File: src/rtl/ram32x4_arbiter.sv
// Two-requester round-robin front end for a ram32x4 (registered in and out); reads answer 3 cycles after accept, one grant per cycle, losers wait on ready.
// Optional power-up zero sweep of all 32 words when RAM32X4_ARBITER_CLEAR_EN is defined (busy high, ready low while it runs).
module ram32x4_arbiter (
    input  logic       clk,
    input  logic       reset_n,
    input  logic       req0_valid,
    output logic       req0_ready,
    input  logic       req0_we,
    input  logic [4:0] req0_addr,
    input  logic [3:0] req0_wdata,
    input  logic       req1_valid,
    output logic       req1_ready,
    input  logic       req1_we,
    input  logic [4:0] req1_addr,
    input  logic [3:0] req1_wdata,
    output logic       rsp0_valid,
    output logic [3:0] rsp0_rdata,
    output logic       rsp1_valid,
    output logic [3:0] rsp1_rdata,
    output logic [4:0] ram_address,
    output logic [3:0] ram_data,
    output logic       ram_wren,
    input  logic [3:0] ram_q,
    output logic       busy
);

    logic       serve;
    logic       clearing;

`ifdef RAM32X4_ARBITER_CLEAR_EN
    typedef enum logic {
        CLEAR = 1'b0,
        SERVE = 1'b1
    } state_t;

    state_t     state_q, state_d;
    logic [4:0] clr_cnt_q, clr_cnt_d;

    always_ff @(posedge clk or negedge reset_n) begin
        if (!reset_n) begin
            state_q   <= CLEAR;
            clr_cnt_q <= '0;
        end else begin
            state_q   <= state_d;
            clr_cnt_q <= clr_cnt_d;
        end
    end

    always_comb begin
        state_d   = state_q;
        clr_cnt_d = clr_cnt_q;
        if (state_q == CLEAR) begin
            clr_cnt_d = clr_cnt_q + 5'd1;
            if (clr_cnt_q == 5'd31) begin
                state_d = SERVE;
            end
        end
    end

    // Gating with reset_n keeps ready/busy low while reset is held.
    assign serve    = reset_n && (state_q == SERVE);
    assign clearing = reset_n && (state_q == CLEAR);
`else
    assign serve    = reset_n;
    assign clearing = 1'b0;
`endif

    assign busy = clearing;

    // last1_q: requester 1 was granted most recently; resets to 1 so requester 0 wins first.
    logic last1_q, last1_d;
    logic grant1;
    logic xfer0, xfer1;

    always_comb begin
        grant1 = 1'b0;
        if (req0_valid && req1_valid) begin
            grant1 = ~last1_q;
        end else if (req1_valid) begin
            grant1 = 1'b1;
        end
    end

    assign xfer0      = serve && req0_valid && !grant1;
    assign xfer1      = serve && req1_valid &&  grant1;
    assign req0_ready = xfer0;
    assign req1_ready = xfer1;

    always_comb begin
        last1_d = last1_q;
        if (xfer1) begin
            last1_d = 1'b1;
        end else if (xfer0) begin
            last1_d = 1'b0;
        end
    end

    logic [4:0] ram_address_q, ram_address_d;
    logic [3:0] ram_data_q, ram_data_d;
    logic       ram_wren_q, ram_wren_d;

    always_comb begin
        ram_address_d = ram_address_q;
        ram_data_d    = ram_data_q;
        ram_wren_d    = 1'b0;
        if (xfer0) begin
            ram_address_d = req0_addr;
            ram_data_d    = req0_wdata;
            ram_wren_d    = req0_we;
        end else if (xfer1) begin
            ram_address_d = req1_addr;
            ram_data_d    = req1_wdata;
            ram_wren_d    = req1_we;
        end
`ifdef RAM32X4_ARBITER_CLEAR_EN
        if (clearing) begin
            ram_address_d = clr_cnt_q;
            ram_data_d    = '0;
            ram_wren_d    = 1'b1;
        end
`endif
    end

    // Read tracking: two {valid, id} stages cover the RAM's address and output
    // registers; the response strobe register lines up with ram_q.
    logic rd1_vld_q, rd1_vld_d;
    logic rd1_id_q,  rd1_id_d;
    logic rd2_vld_q;
    logic rd2_id_q;
    logic rsp0_vld_q, rsp0_vld_d;
    logic rsp1_vld_q, rsp1_vld_d;

    always_comb begin
        rd1_vld_d  = (xfer0 && !req0_we) || (xfer1 && !req1_we);
        rd1_id_d   = xfer1;
        rsp0_vld_d = rd2_vld_q && !rd2_id_q;
        rsp1_vld_d = rd2_vld_q &&  rd2_id_q;
    end

    always_ff @(posedge clk or negedge reset_n) begin
        if (!reset_n) begin
            last1_q       <= 1'b1;
            ram_address_q <= '0;
            ram_data_q    <= '0;
            ram_wren_q    <= 1'b0;
            rd1_vld_q     <= 1'b0;
            rd1_id_q      <= 1'b0;
            rd2_vld_q     <= 1'b0;
            rd2_id_q      <= 1'b0;
            rsp0_vld_q    <= 1'b0;
            rsp1_vld_q    <= 1'b0;
        end else begin
            last1_q       <= last1_d;
            ram_address_q <= ram_address_d;
            ram_data_q    <= ram_data_d;
            ram_wren_q    <= ram_wren_d;
            rd1_vld_q     <= rd1_vld_d;
            rd1_id_q      <= rd1_id_d;
            rd2_vld_q     <= rd1_vld_q;
            rd2_id_q      <= rd1_id_q;
            rsp0_vld_q    <= rsp0_vld_d;
            rsp1_vld_q    <= rsp1_vld_d;
        end
    end

    assign ram_address = ram_address_q;
    assign ram_data    = ram_data_q;
    assign ram_wren    = ram_wren_q;
    assign rsp0_valid  = rsp0_vld_q;
    assign rsp1_valid  = rsp1_vld_q;
    assign rsp0_rdata  = ram_q;
    assign rsp1_rdata  = ram_q;

endmodule
File: config.mk
export PLATFORM = sky130hd
export DESIGN_NAME = ram32x4_arbiter
export DESIGN_NICKNAME = d
export VERILOG_FILES = /design/src/rtl/ram32x4_arbiter.sv
export SDC_FILE = /design/constraint.sdc
export NUM_CORES = 1
export LEC_CHECK = 0
export ABC_AREA = 1
export CORE_MARGIN = 2
export CORE_UTILIZATION = 40
export CTS_CLUSTER_DIAMETER = 80
export DETAILED_ROUTE_END_ITERATION = 8
export GPL_ROUTABILITY_DRIVEN = 0
export GPL_TIMING_DRIVEN = 0
export PLACE_DENSITY = 0.83
export RECOVER_POWER = 100
export SLEW_MARGIN = 30
export SYNTH_ARGS = -nofsm -noshare
export SYNTH_HDL_FRONTEND = slang
export SYNTH_SLANG_ARGS = --single-unit
File: constraint.sdc
create_clock -name clk -period 1.8 [get_ports clk]
set_input_delay 0.27 -clock clk [delete_from_list [all_inputs] [get_ports clk]]
set_output_delay 0.27 -clock clk [all_outputs]
set_load 0.01 [all_outputs]
# After elaboration in Yosys (flattened, before gate mapping)
# Cells that the tools add are included.
[totals]
ff_bits = 17
latchBits = 0
ram_bits = 0
mem_bits_ro = 0
inputBits = 28
output_inout_bits = 23
memories = 0
[op_classes]
add_sub_neg = 0
multipliers = 0
div = 0
n_lt_le_gt_ge = 0
eq_ne = 0
n_shift = 0
muxes = 10
bitwise_logic = 1
n_reduce_logical = 15
[ops]
columns = ["op", "n"]
rows = [
  ["2-to-1 mux 5 bit", 2],
  ["logical AND 1 bit", 9],
  ["2-to-1 mux 4 bit", 2],
  ["2-to-1 mux 1 bit", 6],
  ["zero test 1 bit", 4],
  ["nonzero test 2 bit", 1],
  ["logical OR 1 bit", 1],
  ["inverter 1 bit", 1],
]

# Longest topological paths before layout
[logic_depth]
ltp_word = 6
ltp_mapped = 7

# Least setup slack after synthesis
# OpenSTA, ideal clock, no wires.
[synth_path]
path_type = "flip-flop to output port"
start = "register last1_q"
end = "output req0_ready"
t_arrival_ps = 841
setup_slack_ps = 689
stages_incl_launch_ff = 5
n_path_buf = 0
cell_sequence = "dfstp_2 > nand2_2 > nand2_4 > nand2_4 > inv_1"
[synth_via]
elab_chain_len = 4
[synth_lines]
columns = ["item", "line_no", "source"]
rows = [
  ["from (decl)", "71", "logic last1_q, last1_d;"],
  ["from (signal assigned)", "153", "last1_q <= last1_d;"],
  ["inverter 1 bit", "78", "grant1 = ~last1_q;"],
  ["2-to-1 mux 1 bit", "77", "if (req0_valid && req1_valid) begin"],
  ["zero test 1 bit", "84", "assign xfer0 = serve && req0_valid && !grant1;"],
  ["logical AND 1 bit", "84", ""],
  ["to (decl)", "7", "output logic req0_ready,"],
]
# Every way passes these cells.

# Final worst setup path
# Same ends and word-level chain as after synthesis.

==> flow_summary_export.csv <==
group,metric,value,unit
floorplan,dieHeight,51.2,um
grt,grt_max_degree,17,
floorplan,ios,51,
grt,grt_antenna_before_repair,0,
sta,min_period_over_period,94.2,%
sta,setup_viol,0,
drt,wl_per_cell,11.6,um
worst_hold_path,min_from,"reset_n",
clocking,cts_tree,"yes",
synthesis,synth_area,892,sq um
drt,ant_nets,0,
synthesis,ys.flop_type,"dfrtp_1",
sta,fin_worst_skew,0.00924,ns
floorplan,die_x,51.2,um
sta,layout_setup_ws,0.104,ns
worst_hold_path,worstHoldPathType,"primary input to flop",
synthesis,synth_area_leaders,"dfrtp_1, nand2_1, nand3_1",
synthesis,syn_inst,111,
synthesis,yosysWarnings,0,
grt,first_global_vias,879,
critical_path,path_cells,"nand2_2 > nand2_4 > nand2_1 > inv_1 > dlygate4sd2_1",
clocking,cts_buffers,3,
critical_path,crit_required,1.53,ns
critical_path,critPathKind,"flop to output port",
sta,slew_headroom,53.5,%
floorplan,num_rows,17,
clocking,clk_pin_slew_worst_paths,0.10,ns
sta,post-route-min-period,1.70,ns
drt,routed_via_density,4.45,
synthesis,synth_top_area_share,44.9,%
synthesis,syn-num-nets,139,
floorplan,die_area,2620,sq um
critical_path,r2r-start,"last1_q",
critical_path,cp_slowest_cell,"dfstp_2",
power_and_ir_drop,p_leak,0.789,nW
grt,grt_overflow,0,
floorplan,core,2170,sq um
drt,via_count,855,
final_layout,area_growth,58.8,%
critical_path,crit_fanout,2,
synthesis,synth.largest_area_cell,"dfrtp_1",
final_layout,n_antenna_cell,0,
synthesis,synth_edf_count,0,
synthesis,ys_ff_latch,17,
clocking,h-tree-depth,1,
final_layout,drive_gt1_share,15.9,%
placed_design,dpl.hpwl,1670,um
sta,final_hold_viol_count,0,
clocking,clock_latency,0.29,ns
power_and_ir_drop,power_density,666,nW/um^2
drt,dr.pass1.iters,4,
sta,max_freq,590,MHz
final_layout,utilization,65.3,%
final_layout,nets,193,
critical_path,worstPathArrival,1.43,ns
synthesis,ys_seq_area_share,47.8,%
synthesis,synthMostInstantiatedCell,"nand2_1",
grt,grt_usage,19.0,%
critical_path,critical_path.max_stage_delay,0.55,ns
drt,drc,0,
clocking,cts_buffer_depth,2,
power_and_ir_drop,peakVddDrop,0.348,mV
synthesis,ys_types,15,
critical_path,crit_path_end_kind,"output port",
sta,max_slew.worst_pin.slew,0.695,ns
sta,setup-tns-final,0,ns
drt,drt_iter0_drc,8,
synthesis,synth-async-reset-ratio,100,%
synthesis,synth_common_cells,"nand2_1, inv_1, nand3_1",
run_status,status,"completed",
sta,finalMaxSlewViolations,0,
floorplan,initial_core_util,41.1,%
run,maxCapViolCount,0,
clocking,root_buffer,"clkbuf_4",
grt,grt_pass1_wl,3650,um
critical_path,crit_path_start,"last1_q",
sta,rsz0062_at_grt,"false",
final_layout,final.fill_count,193,
clocking,cts.sinks,17,
placed_design,numPortBuffers,45,
synthesis,syn_area_per_cell,8.04,sq um
placed_design,dp_slack,-0.895,ns
critical_path,cp-start-kind,"flop",
drt,wirelength,2230,um
==> metal layers <==
layer	track usage, %	vias to the layer above	routed length, um
met5	0	-	0
met4	7.89	0	36
met3	2.34	4	140
met2	37.0	47	1180
met1	20.4	378	867
li1	-	426	-
==> sequential cells by signal, summed over array words and instances (netlist names) <==
name / flops
last1_q: 1
rsp0_valid: 1
ram_data: 4
ram_address: 5
rd1_vld_q: 1
rd2_id_q: 1
rsp1_valid: 1
ram_wren: 1
rd2_vld_q: 1
rd1_id_q: 1
==> metrics by stage <==
| stage | cells | hold slack, ns | total power [W] | cell area [sq um] |
|---|---|---|---|---|
| floorplan | 111 | -0.0256 | 0.000590 | 892 |
| global placement | 184 | 0.333 | 0.000760 | 1380 |
| detailed placement | 184 | 0.340 | 0.000772 | 1380 |
| CTS | 192 | 0.292 | 0.000978 | 1430 |
| global route | 192 | 0.327 | 0.00100 | 1420 |
| finish | 192 | 0.303 | 0.000944 | 1420 |
==> power breakdown <==
| group | switching (W) | total, W | internal [W] |
|---|---|---|---|
| clock | 0.000118 | 0.000201 | 0.0000828 |
| sequential | 0.0000222 | 0.000452 | 0.000430 |
| combinational | 0.000133 | 0.000291 | 0.000158 |
| total | 0.000273 | 0.000944 | 0.000671 |
==> logic make-up (layout without fill, tap and decap cells) <==
kind of cell           Yosys count  count (layout)  synth area share, %
other                            1               1                0.420
AOI/OAI and AO/OA                1               1                0.702
DFF                             17              17                 47.8
and+or+nand+nor                 58              58                 31.8
buffers and inverters           34              87                 19.2
==> path summary, 6_finish.rpt <==
kind	cells past startpoint	to	slack, ns
worst min register to register	0	rd2_id_q	0.36
worst max-delay path	5	req0_ready	0.10
worst min-delay path	3	last1_q	0.30
min in group asynchronous	2	last1_q	0.65
worst max register to register	6	ram_address[3]	0.24
max in group asynchronous	2	ram_wren	0.62
==> what timing repair did <==
item	in CTS	in global routing
gates resized for setup	7	0
hold endpoints to repair	16	0
buffers inserted	2	0
hold buffers	2	0
endpoints found under the setup margin	12	0
==> worst max-delay path: cells and delay by family, from the launching register on <==
kind	cells	cell delay, ns
buffers and inverters	2	0.35
DFF	1	0.55
and+or+nand+nor	3	0.23
==> cells in the final DEF, fill, tap and decap left out, drive strengths merged <==
master          n
nand3          19
dfstp           1
buf            12
dlygate4sd3    22
nand2          38
o22ai           1
inv            24
nor2            1
clkinv          1
dfrtp          16
dlygate4sd2     2
clkbuf          4
clkdlybuf4s50  22
conb            1
==> cell type report <==
type                       count  area [sq um]  area share (%)
timing repair buffer          49           477            33.7
sequential                    17           427            30.1
multi-input combinational     60           279            19.7
inverter                      24          92.6            6.54
buffer                        10          78.8            5.57
tap                           28          35.0            2.47
clock buffer                   3          22.5            1.59
clock inverter                 1          5.00           0.353
Note: power is estimated with default switching activity, not from simulation.
==> edit, RTL diff (same settings) <==
Build with the macro `RAM32X4_ARBITER_CLEAR_EN` defined.
--- a/src/rtl/ram32x4_arbiter.sv
+++ b/src/rtl/ram32x4_arbiter.sv
@@ -2,2 +2,4 @@
 // Optional power-up zero sweep of all 32 words when RAM32X4_ARBITER_CLEAR_EN is defined (busy high, ready low while it runs).
+`define RAM32X4_ARBITER_CLEAR_EN
+
 module ram32x4_arbiter (
Behaviour: not the same (Yosys sat finds a counterexample within 4 cycles, from zero or initial values and one cycle with reset_n low).
==> edit against the unedited design <==
- setup slack lost 0.015 ns
- area after synthesis is 32% higher
- wire length grew 29%
- register-to-register slack got worse by 0.02 ns
- maximum frequency decreased by 0.88%
- combinational power is 5% higher
- cell area increased by 24%
- power increased by 19%
- die area increased by 29%
- sequential cell count up 6
- critical path type unchanged
- highest routed layer unchanged
==> edit: results (changes against the unedited design) <==
status:
  outcome: "finished, final reports clean"
power:
  leakagePower_nw: 0.924  # +17%
  comb_cell_power_uw: 305  # +5%
  pwr-share-seq_pct: 52.1  # +4.2 points
  switching_share_pct: 27.9  # -0.98 points
  combPwrFrac_pct: 27.0  # -3.8 points
  ir_drop_uv: 567  # +63%
routing:
  wl_per_cell_um: 12.8  # +10%
  wl_met2_mm: 1.60  # +35%
  routed-via-count: 1094  # +28%
  wl_met1_mm: 1.10  # +27%
  wl_met3_um: 148  # +5.7%
  drt_iter0_markers: 13  # +5
  totalWireLength_mm: 2.88  # +29%
final_layout:
  drive_gt1_share_pct: 20.1  # +4.2 points
  nFillCells: 244  # +26%
  diodes: 0  # unchanged
  final_nets: 225  # +17%
setup_path:
  path_max_fanout: 6  # +4
cts:
  path_clk_slew_ns: 0.13  # +0.03 ns
  clock_latency_ns: 0.31  # +0.02 ns
global_route:
  met3_usage_pct: 3.57  # +1.2 points
  globalRouteMet1Util_pct: 21.2  # +0.85 points
  met2_usage_pct: 32.7  # -4.3 points
  grt_max_degree: 23  # +6
  grt_first_pass_wirelength_mm: 4.64  # +27%
  grt_usage_pct: 18.1  # -0.95 points
min_path:
  worst_hold_path_type: "flop to flop"
logic_synthesis:
  yosysUniqueCellTypes: 23  # +8
  ys_seq_area_share_pct: 48.9  # +1.1 points
  synth_nets: 165  # +19%
  synth.top_cells.by_count: "55 x nand2_1, 22 x dfrtp_1, 8 x buf_4, 8 x inv_1, 8 x nand3_1"
  syn_avg_cell_area_um2: 8.73  # +8.6%
  synth.area.top_cells: "dfrtp_1 47%, nand2_1 18%, buf_4 5.1%, nand3_1 3.4%, nand4_1 3.2%"
placement:
  dp_worst_setup_slack_ns: -0.383  # +0.512 ns
  place_hpwl_mm: 2.22  # +34%
  dpl_cell_area_mm2: 0.00167  # +21%
  io_buffers: 46  # +2.2%
  placed_cells: 212  # +15%
sta:
  max_slew_margin_pct: 23.1  # -30 points
  fin_skew_ns: 0.00417  # -0.00508 ns
-- edit: cell count changes after synthesis, moves of 2 or more --
cell      delta
nand4_1      +6
xor2_1       +2
nand3_1     -10
nand3_2      +2
dfrtp_1      +6
inv_2        +2
ha_1         +2
nand2_1     +26
nand3b_1     +2
nand2_2      -3
inv_1       -14
-- edit: cell families after synthesis --
family	share of synthesized area, %
XOR/XNOR	2.23
adder cells (fa/ha/maj)	2.12
AO/OA/AOI/OAI	0.531
AND/OR/NAND/NOR	36.3
buffers and inverters	9.87
flip-flops	48.9
-- edit: critical path, cell delays in order, from the launching register on --
cell and delay [ns]:
dfstp_2 0.57, nand2_2 0.09, nand2_2 0.10, nand2_2 0.07, clkinv_2 0.08, clkdlybuf4s15_2 0.23
-- edit: cell type report --
cell class / instances / area, µm² / area share, %
plain buffers: 9 / 63.8 / 3.63
clock buffers: 3 / 22.5 / 1.28
clock inverters: 1 / 5.00 / 0.285
inverters: 12 / 51.3 / 2.92
multi-input cells: 91 / 478 / 27.2
flip-flops and latches: 23 / 578 / 32.9
well taps: 31 / 38.8 / 2.21
repair buffers: 55 / 519 / 29.6
-- edit: path summary, 6_finish.rpt --
kind                       slack (ns)  cells after the start        endpoint  startpoint
min in group asynchronous        0.44                      2  ram_address[3]     reset_n
setup / recovery                 0.09                      5      req0_ready     last1_q
hold / removal                   0.37                      0        rd2_id_q    rd1_id_q
max in group asynchronous        0.60                      2         state_q     reset_n
hold reg to reg                  0.37                      0        rd2_id_q    rd1_id_q
setup reg to reg                 0.22                      7     ram_data[1]     last1_q
-- edit: what timing repair did --
action | 4_1_cts | 5_1_grt
setup endpoints to repair | 3 | 2
gates resized for setup | 12 | 3
pin swaps | 2 | 2
hold buffers | 2 | 0
endpoints found under the hold margin | 22 | 0
setup buffers | 3 | 4
